<file path="config.mk">
export PLATFORM = sky130hd
export DESIGN_NAME = pipelined_adder
export DESIGN_NICKNAME = d
export VERILOG_FILES = /design/src/rtl/adder_pkg.sv /design/src/rtl/adder_chunk.sv /design/src/rtl/full_adder.sv /design/src/rtl/pipelined_adder.sv
export SDC_FILE = /design/constraint.sdc
export NUM_CORES = 1
export LEC_CHECK = 0
export ABC_AREA = 1
export BUFFER_PORTS_ARGS = -buffer_cell sky130_fd_sc_hd__buf_2
export CORE_MARGIN = 8
export CORE_UTILIZATION = 61
export DETAILED_ROUTE_END_ITERATION = 12
export PLACE_DENSITY = 0.89
export REMOVE_ABC_BUFFERS = 1
export SYNTH_ARGS = -nofsm -noshare
export SYNTH_HDL_FRONTEND = slang
export SYNTH_SLANG_ARGS = --single-unit
</file>
<file path="constraint.sdc">
create_clock -name clk -period 7.45 [get_ports clk]
set_input_delay 1.1175 -clock clk [delete_from_list [all_inputs] [get_ports clk]]
set_output_delay 1.1175 -clock clk [all_outputs]
set_load 0.02 [all_outputs]
</file>
<file path="src/rtl/adder_pkg.sv">
// Shared definitions for the pipelined adder family: operation encodings and
// chunk-size helpers used when elaborating the per-stage ripple slices.
package adder_pkg;

  localparam logic ADDER_OP_ADD = 1'b0;
  localparam logic ADDER_OP_SUB = 1'b1;

  function automatic int unsigned chunk_width(input int unsigned width, input int unsigned stages);
    return (stages == 0) ? 0 : width / stages;
  endfunction

  function automatic bit chunk_fits(input int unsigned width, input int unsigned stages);
    return (stages >= 1) && (stages <= width) && ((width % stages) == 0);
  endfunction

endpackage

</file>
<file path="src/rtl/adder_chunk.sv">
// Purely combinational CHUNK-bit ripple-carry slice built from full_adder cells;
// one instance per pipeline stage of pipelined_adder.
module adder_chunk #(
  parameter int unsigned CHUNK = 4
) (
  input  logic [CHUNK-1:0] a,
  input  logic [CHUNK-1:0] b,
  input  logic             cin,
  output logic [CHUNK-1:0] s,
  output logic             cout
);

  // Per-bit carry nets live in the generate scope so the chain is not one looped vector.
  for (genvar i = 0; i < CHUNK; i++) begin : g_bit
    logic ci;
    logic co;
    if (i == 0) begin : g_lsb
      assign ci = cin;
    end else begin : g_chain
      assign ci = g_bit[i-1].co;
    end
    full_adder u_fa (
      .a    (a[i]),
      .b    (b[i]),
      .cin  (ci),
      .s    (s[i]),
      .cout (co)
    );
  end

  assign cout = g_bit[CHUNK-1].co;

endmodule

</file>
<file path="src/rtl/full_adder.sv">
// Single-bit full adder, the ripple cell used by adder_chunk.
module full_adder (
  input  logic a,
  input  logic b,
  input  logic cin,
  output logic s,
  output logic cout
);

  assign s    = a ^ b ^ cin;
  assign cout = (a & b) | (cin & (a ^ b));

endmodule

</file>
<file path="src/rtl/pipelined_adder.sv">
// Pipelined WIDTH-bit add/subtract with valid/ready handshake; one CHUNK rippled per stage.
// Defining PIPELINED_ADDER_OVERFLOW_EN adds a registered signed-overflow output.
module pipelined_adder
  import adder_pkg::*;
#(
  parameter int unsigned WIDTH  = 16,
  parameter int unsigned STAGES = 4
) (
  input  logic             clk,
  input  logic             rst,
  input  logic             in_valid,
  output logic             in_ready,
  input  logic [WIDTH-1:0] a,
  input  logic [WIDTH-1:0] b,
  input  logic             cin,
  input  logic             sub,
  output logic             out_valid,
  input  logic             out_ready,
  output logic [WIDTH-1:0] sum,
  output logic             carry
`ifdef PIPELINED_ADDER_OVERFLOW_EN
  ,
  output logic             overflow
`endif
);

  localparam int unsigned CHUNK = chunk_width(WIDTH, STAGES);

  if (!chunk_fits(WIDTH, STAGES)) begin : g_bad_cfg
    $error("pipelined_adder: WIDTH must be a multiple of STAGES with 1 <= STAGES <= WIDTH");
  end

  logic [STAGES-1:0] valid_q;
  logic [STAGES-1:0] c_q;
  logic [WIDTH-1:0]  a_q [STAGES];
  logic [WIDTH-1:0]  b_q [STAGES];
  logic [WIDTH-1:0]  s_q [STAGES];
  logic [WIDTH-1:0]  b_in;
  logic              c_in;

  // Subtraction runs as a + ~b + !cin; both inversions happen before stage 0 captures.
  assign b_in = (sub == ADDER_OP_SUB) ? ~b : b;
  assign c_in = (sub == ADDER_OP_SUB) ? ~cin : cin;

  // The ready chain (!valid[k] || ready[k+1]) is unrolled: stage k may advance when
  // out_ready is high or any stage from k to the output holds a bubble.
  assign in_ready = out_ready || !(&valid_q);

  for (genvar k = 0; k < STAGES; k++) begin : g_stage
    logic [WIDTH-1:0] op_a;
    logic [WIDTH-1:0] op_b;
    logic [WIDTH-1:0] s_prev;
    logic [WIDTH-1:0] s_next;
    logic             c_prev;
    logic             v_prev;
    logic             load;
    logic             chunk_c;
    logic [CHUNK-1:0] chunk_s;

    if (k == 0) begin : g_head
      assign op_a   = a;
      assign op_b   = b_in;
      assign c_prev = c_in;
      assign v_prev = in_valid;
      assign s_prev = '0;
    end else begin : g_tail
      assign op_a   = a_q[k-1];
      assign op_b   = b_q[k-1];
      assign c_prev = c_q[k-1];
      assign v_prev = valid_q[k-1];
      assign s_prev = s_q[k-1];
    end

    assign load = out_ready || !(&valid_q[STAGES-1:k]);

    adder_chunk #(.CHUNK(CHUNK)) u_chunk (
      .a    (op_a[k*CHUNK +: CHUNK]),
      .b    (op_b[k*CHUNK +: CHUNK]),
      .cin  (c_prev),
      .s    (chunk_s),
      .cout (chunk_c)
    );

    always_comb begin
      s_next = s_prev;
      s_next[k*CHUNK +: CHUNK] = chunk_s;
    end

    always_ff @(posedge clk) begin
      if (rst) begin
        valid_q[k] <= 1'b0;
        c_q[k]     <= 1'b0;
        a_q[k]     <= '0;
        b_q[k]     <= '0;
        s_q[k]     <= '0;
      end else if (load) begin
        valid_q[k] <= v_prev;
        c_q[k]     <= chunk_c;
        a_q[k]     <= op_a;
        b_q[k]     <= op_b;
        s_q[k]     <= s_next;
      end
    end

`ifdef PIPELINED_ADDER_OVERFLOW_EN
    if (k == STAGES - 1) begin : g_ovf
      logic msb_cin;
      logic ovf_q;
      // Carry into the MSB recovered from the MSB's own sum bit: s = a ^ b ^ cin.
      assign msb_cin = op_a[WIDTH-1] ^ op_b[WIDTH-1] ^ chunk_s[CHUNK-1];
      always_ff @(posedge clk) begin
        if (rst) begin
          ovf_q <= 1'b0;
        end else if (load) begin
          ovf_q <= msb_cin ^ chunk_c;
        end
      end
      assign overflow = ovf_q;
    end
`endif
  end

  assign out_valid = valid_q[STAGES-1];
  assign sum       = s_q[STAGES-1];
  assign carry     = c_q[STAGES-1];

endmodule
</file>
==> results.md, run 1 <==
- Status: finished, final reports clean
- Register bit total from synthesis: 96
- Simple-gate share of the synthesized area: 0.121
- Max Freq: 0.301 GHz
- Syn Inst Count: 358
- Post-CTS Setup Bufs: 0
- Average wire per standard cell: 11.7 µm
- P&R area growth vs syn: 10.7%
- R2r worst-path depth: 8
- H-Tree Depth: 3
- Sequential share of the synthesized area: 0.660
- Buffers added on ports: 56
- Tot GR Track Use: 0.128
- Hold Path Class: flop to flop
- Largest net degree at the start of global routing: 30
- Min Clock Period, post-route: 3.33 ns
- RSZ-0062 raised after global routing: false
- Synth top area cells: edfxtp_1, inv_1, fa_1
- Unique masters post-synth: 22
- Clock latency on the worst-skew pair: 0.36 ns
- NetSw: 226 µW
- R2R Path Start: b_q[0][4]
- Final setup skew: 0.0117 ns
- Critical Path Source: sub
- TritonCTS clock tree: yes
- End point of the critical path: s_q[0][3]
- DR vias: 2293
- Worst endpoint required time: 7.56 ns
- Number of global-route vias before repair: 2362
- Final setup TNS: 0 ns
- Gpl congestion: 0.743
- Mux share of post-synthesis cell area: 0
- Clock transition at path regs: 0.08 ns
- Rows: 30
- Sequential power share: 0.630
- Period utilisation layout: 0.446
- Cell taking the most area after synthesis: edfxtp_1
- Max-cap violations: 0
- Total Die Area: 9880 µm²
- Critical setup path kind: input port to flop
- Post-Layout Cell Count: 500
- Hold buffer count at cts: 0
- Placed Cells: 484
- Die Span X: 99.4 µm
- Starting density of the core: 0.628
- Pint: 776 µW
- Root buffer cell: clkbuf_8
- Final Routed Wirelength: 5870 µm
- FF-to-FF setup slack: 5.13 ns
- Share of the synthesized area in the top cell type: 0.623
- CTS Buffer Depth: 2
- Worst VDD drop: 0.000110 V
- Global-route wire length before repair: 9970 µm
- Lkg Pwr: 2.14 nW
- Post-synthesis compound-gate area fraction: 0.00118
- Xor-xnor portion of the synthesized cell area: 0.0351
- Nets: 469
- ANT cells: 0
- TritonRoute pass-1 iters: 4
- Initial antenna violation count: 0
- PostCTS Resize Cnt: 0
- Clk sink count: 96
- Largest family of logic cells by synthesized area: simple AND/OR/NAND/NOR gates
- CP Capture Type: flop
- P per Cell Area: 213 nW/µm²
- Netlist Area Pre-Place: 4240 µm²
- Chip height: 99.4 µm
- DRT antenna net count: 0
- Worst-Margin Slew: 1.28 ns
- I/O Pins: 57
- Worst path arrival time: 3.43 ns
- Final global-route overflow total: 0
- Core ar.: 6760 µm²
- Critical R2R Capture: s_q[1][7]
- Sw Ratio: 0.226
- Critical Path Start Type: input port
- Clock power share: 0.284
- Total design power: 1.00 mW
- Post-DP HPWL: 4310 µm
- Avg Cell Area, Syn: 11.9 µm²
- Setup-failing EPs final: 0
- Max-slew headroom: 0.144
- Layout cell share with drive strength beyond 1: 0.188
- Slew Viols, Final: 0
- Via/cell ratio: 4.59
- Hold Path Origin: g_stage[3].v_prev
- Worst Path Max Fanout: 17
- Detailed-route DRC error count: 0
- Final Hold Vio Count: 0
- Inserted Clock Buffers: 9
- Synth Area in Adders: 0.0755
- Yosys warning count: 0
- Gate power share: 0.086
- Iter 0 DRT Violations: 46
-- flip-flops by register name, summed over array words and instances (netlist names) --
signal	flops
a_q	24
b_q	24
carry	1
g_stage.c_prev	3
g_stage.v_prev	3
out_valid	1
s_q	40
-- cell type report --
class | count | area, µm²
flip-flops and latches | 96 | 2800
fillers | 493 | 2060
multi-input cells | 154 | 990
inverters | 98 | 368
repair buffers | 56 | 280
clock buffers | 11 | 131
well taps | 80 | 100
clock inverters | 5 | 26.3
-- cells in the final DEF (no fill, tap or decap), drive strengths merged --
cell type	n
buf	56
clkbuf	11
clkinv	4
clkinvlp	1
dfxtp	8
edfxtp	88
fa	16
inv	98
nand2	21
nand3	6
nand3b	1
nand4	3
nor2	89
o21ai	1
xnor2	16
xor2	1
-- cells in the mapped netlist --
library cell	instances
xor2_1	1
nand2_4	1
buf_8	2
fa_1	16
dfxtp_1	8
buf_4	3
nand3b_1	1
nand2_1	18
inv_2	1
xnor2_1	16
nand2_2	1
nand3_1	6
nor2_2	5
nand2_8	1
o21ai_0	1
nand4_1	3
inv_1	97
edfxtp_1	88
buf_2	4
buf_6	1
nor2_1	83
nor2_4	1
-- power by group through the flow --
stage | sequential (mW) | clock (mW) | combinational, mW
6_report | 0.631 | 0.285 | 0.0864
5_1_grt | 0.634 | 0.307 | 0.101
4_1_cts | 0.631 | 0.290 | 0.0876
3_5_place_dp | 0.643 | 0 | 0.0868
3_3_place_gp | 0.641 | 0 | 0.0820
2_1_floorplan | 0.646 | 0 | 0.0534
-- logic make-up (layout without fill, tap and decap cells) --
kind of cell,after synthesis,count (layout)
simple gates,120,120
compound gates,1,1
flops,96,96
xor+xnor,17,17
buf+inv,108,170
fa+ha+maj,16,16
-- per-stage QoR --
stage | cell area [µm²] | util | worst slack [ns] | hold WS, ns
CTS | 4700 | 0.695 | 4.14 | 0.485
detailed placement | 4540 | 0.672 | 3.76 | 0.467
finish | 4700 | 0.695 | 4.12 | 0.486
global placement | 4540 | 0.672 | 3.80 | 0.432
floorplan | 4160 | - | 4.27 | 0.427
global route | 4700 | 0.695 | 3.99 | 0.498
-- critical path: stages --
cell     delay [ns]
buf_2          0.37
xnor2_1        0.16
fa_1           0.42
fa_1           0.40
fa_1           0.37
inv_1          0.08
fa_1           0.40
inv_1          0.07
nor2_1         0.04
-- how the worst min path moves through the flow --
stage | depth (start not counted) | endpoint | slack [ns]
2_1_floorplan | 2 | g_stage[2].v_prev | 0.43
3_3_place_gp | 2 | g_stage[2].v_prev | 0.43
3_5_place_dp | 2 | g_stage[2].v_prev | 0.47
4_1_cts | 2 | out_valid | 0.48
5_1_grt | 2 | out_valid | 0.50
6_report | 2 | out_valid | 0.49
-- layer usage --
metal  vias to the layer above  GRT usage  wire, µm  share of wire
met2                        75      0.212      2870           0.49
li1                       1190          -         -              -
met3                         6     0.0349       326          0.056
met5                         -          0         0              0
met4                         0     0.0850        80          0.014
met1                      1022      0.141      2590           0.44
Power figures use the tool's default switching activity.
==> run 2: changes to the inputs <==
--- a/config.mk
+++ b/config.mk
@@ -5,12 +5,12 @@
 export SDC_FILE = /design/constraint.sdc
 export NUM_CORES = 1
 export LEC_CHECK = 0
-export ABC_AREA = 1
+export ABC_AREA = 0
 export BUFFER_PORTS_ARGS = -buffer_cell sky130_fd_sc_hd__buf_2
 export CORE_MARGIN = 8
-export CORE_UTILIZATION = 61
+export CORE_UTILIZATION = 57
 export DETAILED_ROUTE_END_ITERATION = 12
-export PLACE_DENSITY = 0.89
+export PLACE_DENSITY = 0.84
 export REMOVE_ABC_BUFFERS = 1
 export SYNTH_ARGS = -nofsm -noshare
 export SYNTH_HDL_FRONTEND = slang
==> constraint.sdc (replaced) <==
create_clock -name clk -period 3.12 [get_ports clk]
set_input_delay 0.468 -clock clk [delete_from_list [all_inputs] [get_ports clk]]
set_output_delay 0.468 -clock clk [all_outputs]
set_load 0.02 [all_outputs]
==> results.md, run 2 <==
- Most Frequent Cell on Critical Path: fa_1
- Max Freq: 0.411 GHz
- Most frequent cells in the layout: edfxtp_1, and2_1, buf_2, inv_1, nor2_1
- Largest regs: s_q (40), a_q (24), b_q (24)
- Post-synth top cells: edfxtp_1, and2_1, inv_1
- Nets: 400
- Clock power share: 0.331
- Worst endpoint required time: 3.24 ns
- Largest Register: s_q
- Fraction of registers with async set/reset: 0
- Sw Ratio: 0.202
- Largest net degree at the start of global routing: 29
- DR vias: 2075
- TritonRoute pass-1 iters: 4
- Tot GR Track Use: 0.128
- FF-to-FF setup slack: 0.69 ns
- Final setup skew: 0.00654 ns
- Gate power share: 0.075
- Post-synth EDFFs: 88
- Hold Path Origin: in_valid
- Core ar.: 7180 µm²
- Hold buffer count at cts: 0
- Critical setup path kind: input port to flop
- Yosys warning count: 0
- Syn Inst Count: 288
- I/O Pins: 57
- Hold_ws: 0.373 ns
- Share of the synthesized area in the top cell type: 0.632
- Pint: 2.02 mW
- Layout cell share with drive strength beyond 1: 0.214
- H-Tree Depth: 3
- Chip height: 102 µm
- Global-route wire length before repair: 9880 µm
- Die Span X: 102 µm
- Critical R2R Capture: s_q[3][15]
- Worst Hold Depth: 3
- Sequential power share: 0.594
- Detailed-route DRC error count: 0
- Buf+Inv Stages, Crit Path: 2
- Most frequent cell after synthesis: edfxtp_1
- Placed Cells: 434
- Total Die Area: 10300 µm²
- Synth top area cells: edfxtp_1, and2_1, fa_1
- Slew Viols, Final: 0
- Total design power: 2.53 mW
- Post-route setup slack: 0.686 ns
- NetSw: 511 µW
- Most common cell after layout, fill and taps aside: edfxtp_1
- Max-cap violations: 0
- Fill cell count: 524
- Slowest CP cell: fa_1
- Iter 0 DRT Violations: 85
- Gpl congestion: 0.736
- Avg Cell Area, Syn: 14.5 µm²
- Root buffer cell: clkbuf_8
- Final Routed Wirelength: 5880 µm
- PostCTS Resize Cnt: 0
- P&R area growth vs syn: 13.0%
- CP max stage delay: 0.41 ns
- Post-Place Worst Slack: 0.295 ns
- Max reg flops: 40
- Buffers added on ports: 56
- Register bit total from synthesis: 96
- CTS Buffer Depth: 2
- Period utilisation layout: 0.780
- R2R Path Start: a_q[1][12]
- Starting density of the core: 0.582
- R2r worst-path depth: 8
- Post-Layout Cell Count: 450
- Sequential share of the synthesized area: 0.671
- CP Capture Type: flop
- Lkg Pwr: 2.00 nW
- RSZ-0062 raised after global routing: false
- Via/cell ratio: 4.61
- Final Hold Vio Count: 0
- Max-slew headroom: 0.385
- Clk sink count: 96
- Worst Path Max Fanout: 3
- Final setup TNS: 0 ns
- Post-DP HPWL: 4420 µm
- Rows: 31
- Number of global-route vias before repair: 2210
- Status: finished, final reports clean
- Clock latency on the worst-skew pair: 0.36 ns
- Cell taking the most area after synthesis: edfxtp_1
- Crit-path cells: buf_2, xnor2_1, fa_1, fa_1, fa_1, inv_1, fa_1, and2_1
- Critical Path Start Type: input port
- TritonCTS clock tree: yes
- Worst path arrival time: 2.55 ns
- Netlist Area Pre-Place: 4180 µm²
- Worst-Margin Slew: 0.920 ns
- Min Clock Period, post-route: 2.43 ns
- Hold Path Class: input port to flop
- Worst VDD drop: 0.000231 V
- Unique masters post-synth: 30
- P per Cell Area: 536 nW/µm²
- Initial antenna violation count: 0
- Leading register cell type out of synthesis: edfxtp_1
- CP delay by family, top: adder cells
- ANT cells: 0
- Average wire per standard cell: 13.1 µm
- Inserted Clock Buffers: 9
- Final global-route overflow total: 0
- DRT antenna net count: 0
- Post-CTS Setup Bufs: 0
- Setup-failing EPs final: 0
- Clock transition at path regs: 0.08 ns
- End of the worst hold path: g_stage[1].v_prev
## run 2: cell types whose count changed after synthesis, moves of 5 or more
cell / before / now
nor2_1: 83 / 24
and2_1: 0 / 67
nand2_1: 18 / 2
nor2_2: 5 / 0
inv_1: 97 / 28
## run 2: final cells by class
type / instances / area, µm² / share of cell area
flip-flops and latches: 96 / 2800 / 0.594
repair buffers: 59 / 303 / 0.0641
multi-input cells: 152 / 1180 / 0.250
inverters: 28 / 105 / 0.0223
clock buffers: 12 / 135 / 0.0286
well taps: 99 / 124 / 0.0262
clock inverters: 4 / 68.8 / 0.0146
## run 2: worst max path at each step
stage,from,end,slack (ns),cells past startpoint
floorplan,b[0],s_q[0][3],0.55,7
global placement,sub,s_q[0][3],0.35,8
detailed placement,sub,s_q[0][3],0.29,8
CTS,a_q[1][12],s_q[3][15],0.68,8
global route,a_q[1][12],s_q[3][15],0.58,8
finish,sub,s_q[0][3],0.69,8
## run 2: power groups by stage
stage                     registers, mW  logic (mW)  clock network [mW]
after floorplan                    1.54       0.105                   0
after global placement             1.53       0.182                   0
after detailed placement           1.53       0.193                   0
after CTS                          1.51       0.193               0.847
after global routing               1.51       0.217               0.895
final                              1.50       0.190               0.839
## run 2: cells by family after synthesis
| group | Yosys count | synth area share |
|---|---|---|
| simple gates | 109 | 0.149 |
| buf+inv | 40 | 0.0464 |
| flops | 96 | 0.671 |
| fa+ha+maj | 16 | 0.0766 |
| compound gates | 10 | 0.0219 |
| xor+xnor | 17 | 0.0356 |
## run 2: per-stage QoR
step / util / area (µm²)
after floorplan: - / 4090
after global placement: 0.629 / 4520
after detailed placement: 0.629 / 4520
after CTS: 0.658 / 4720
after global routing: 0.658 / 4720
final: 0.658 / 4720
## run 2: routing by layer
| layer | vias up | track usage | part of all wire |
|---|---|---|---|
| li1 | 1061 | - | - |
| met1 | 944 | 0.139 | 0.43 |
| met2 | 58 | 0.212 | 0.48 |
| met3 | 12 | 0.0330 | 0.060 |
| met4 | 0 | 0.0962 | 0.033 |
| met5 | - | 0 | 0 |
## run 2: worst reg2reg max path: stages, from the launching register on
cell and delay (ns):
edfxtp_1 0.38, inv_1 0.08, fa_1 0.17, inv_1 0.06, fa_1 0.44, fa_1 0.42, inv_1 0.08, fa_1 0.40
nor3_1 0.21
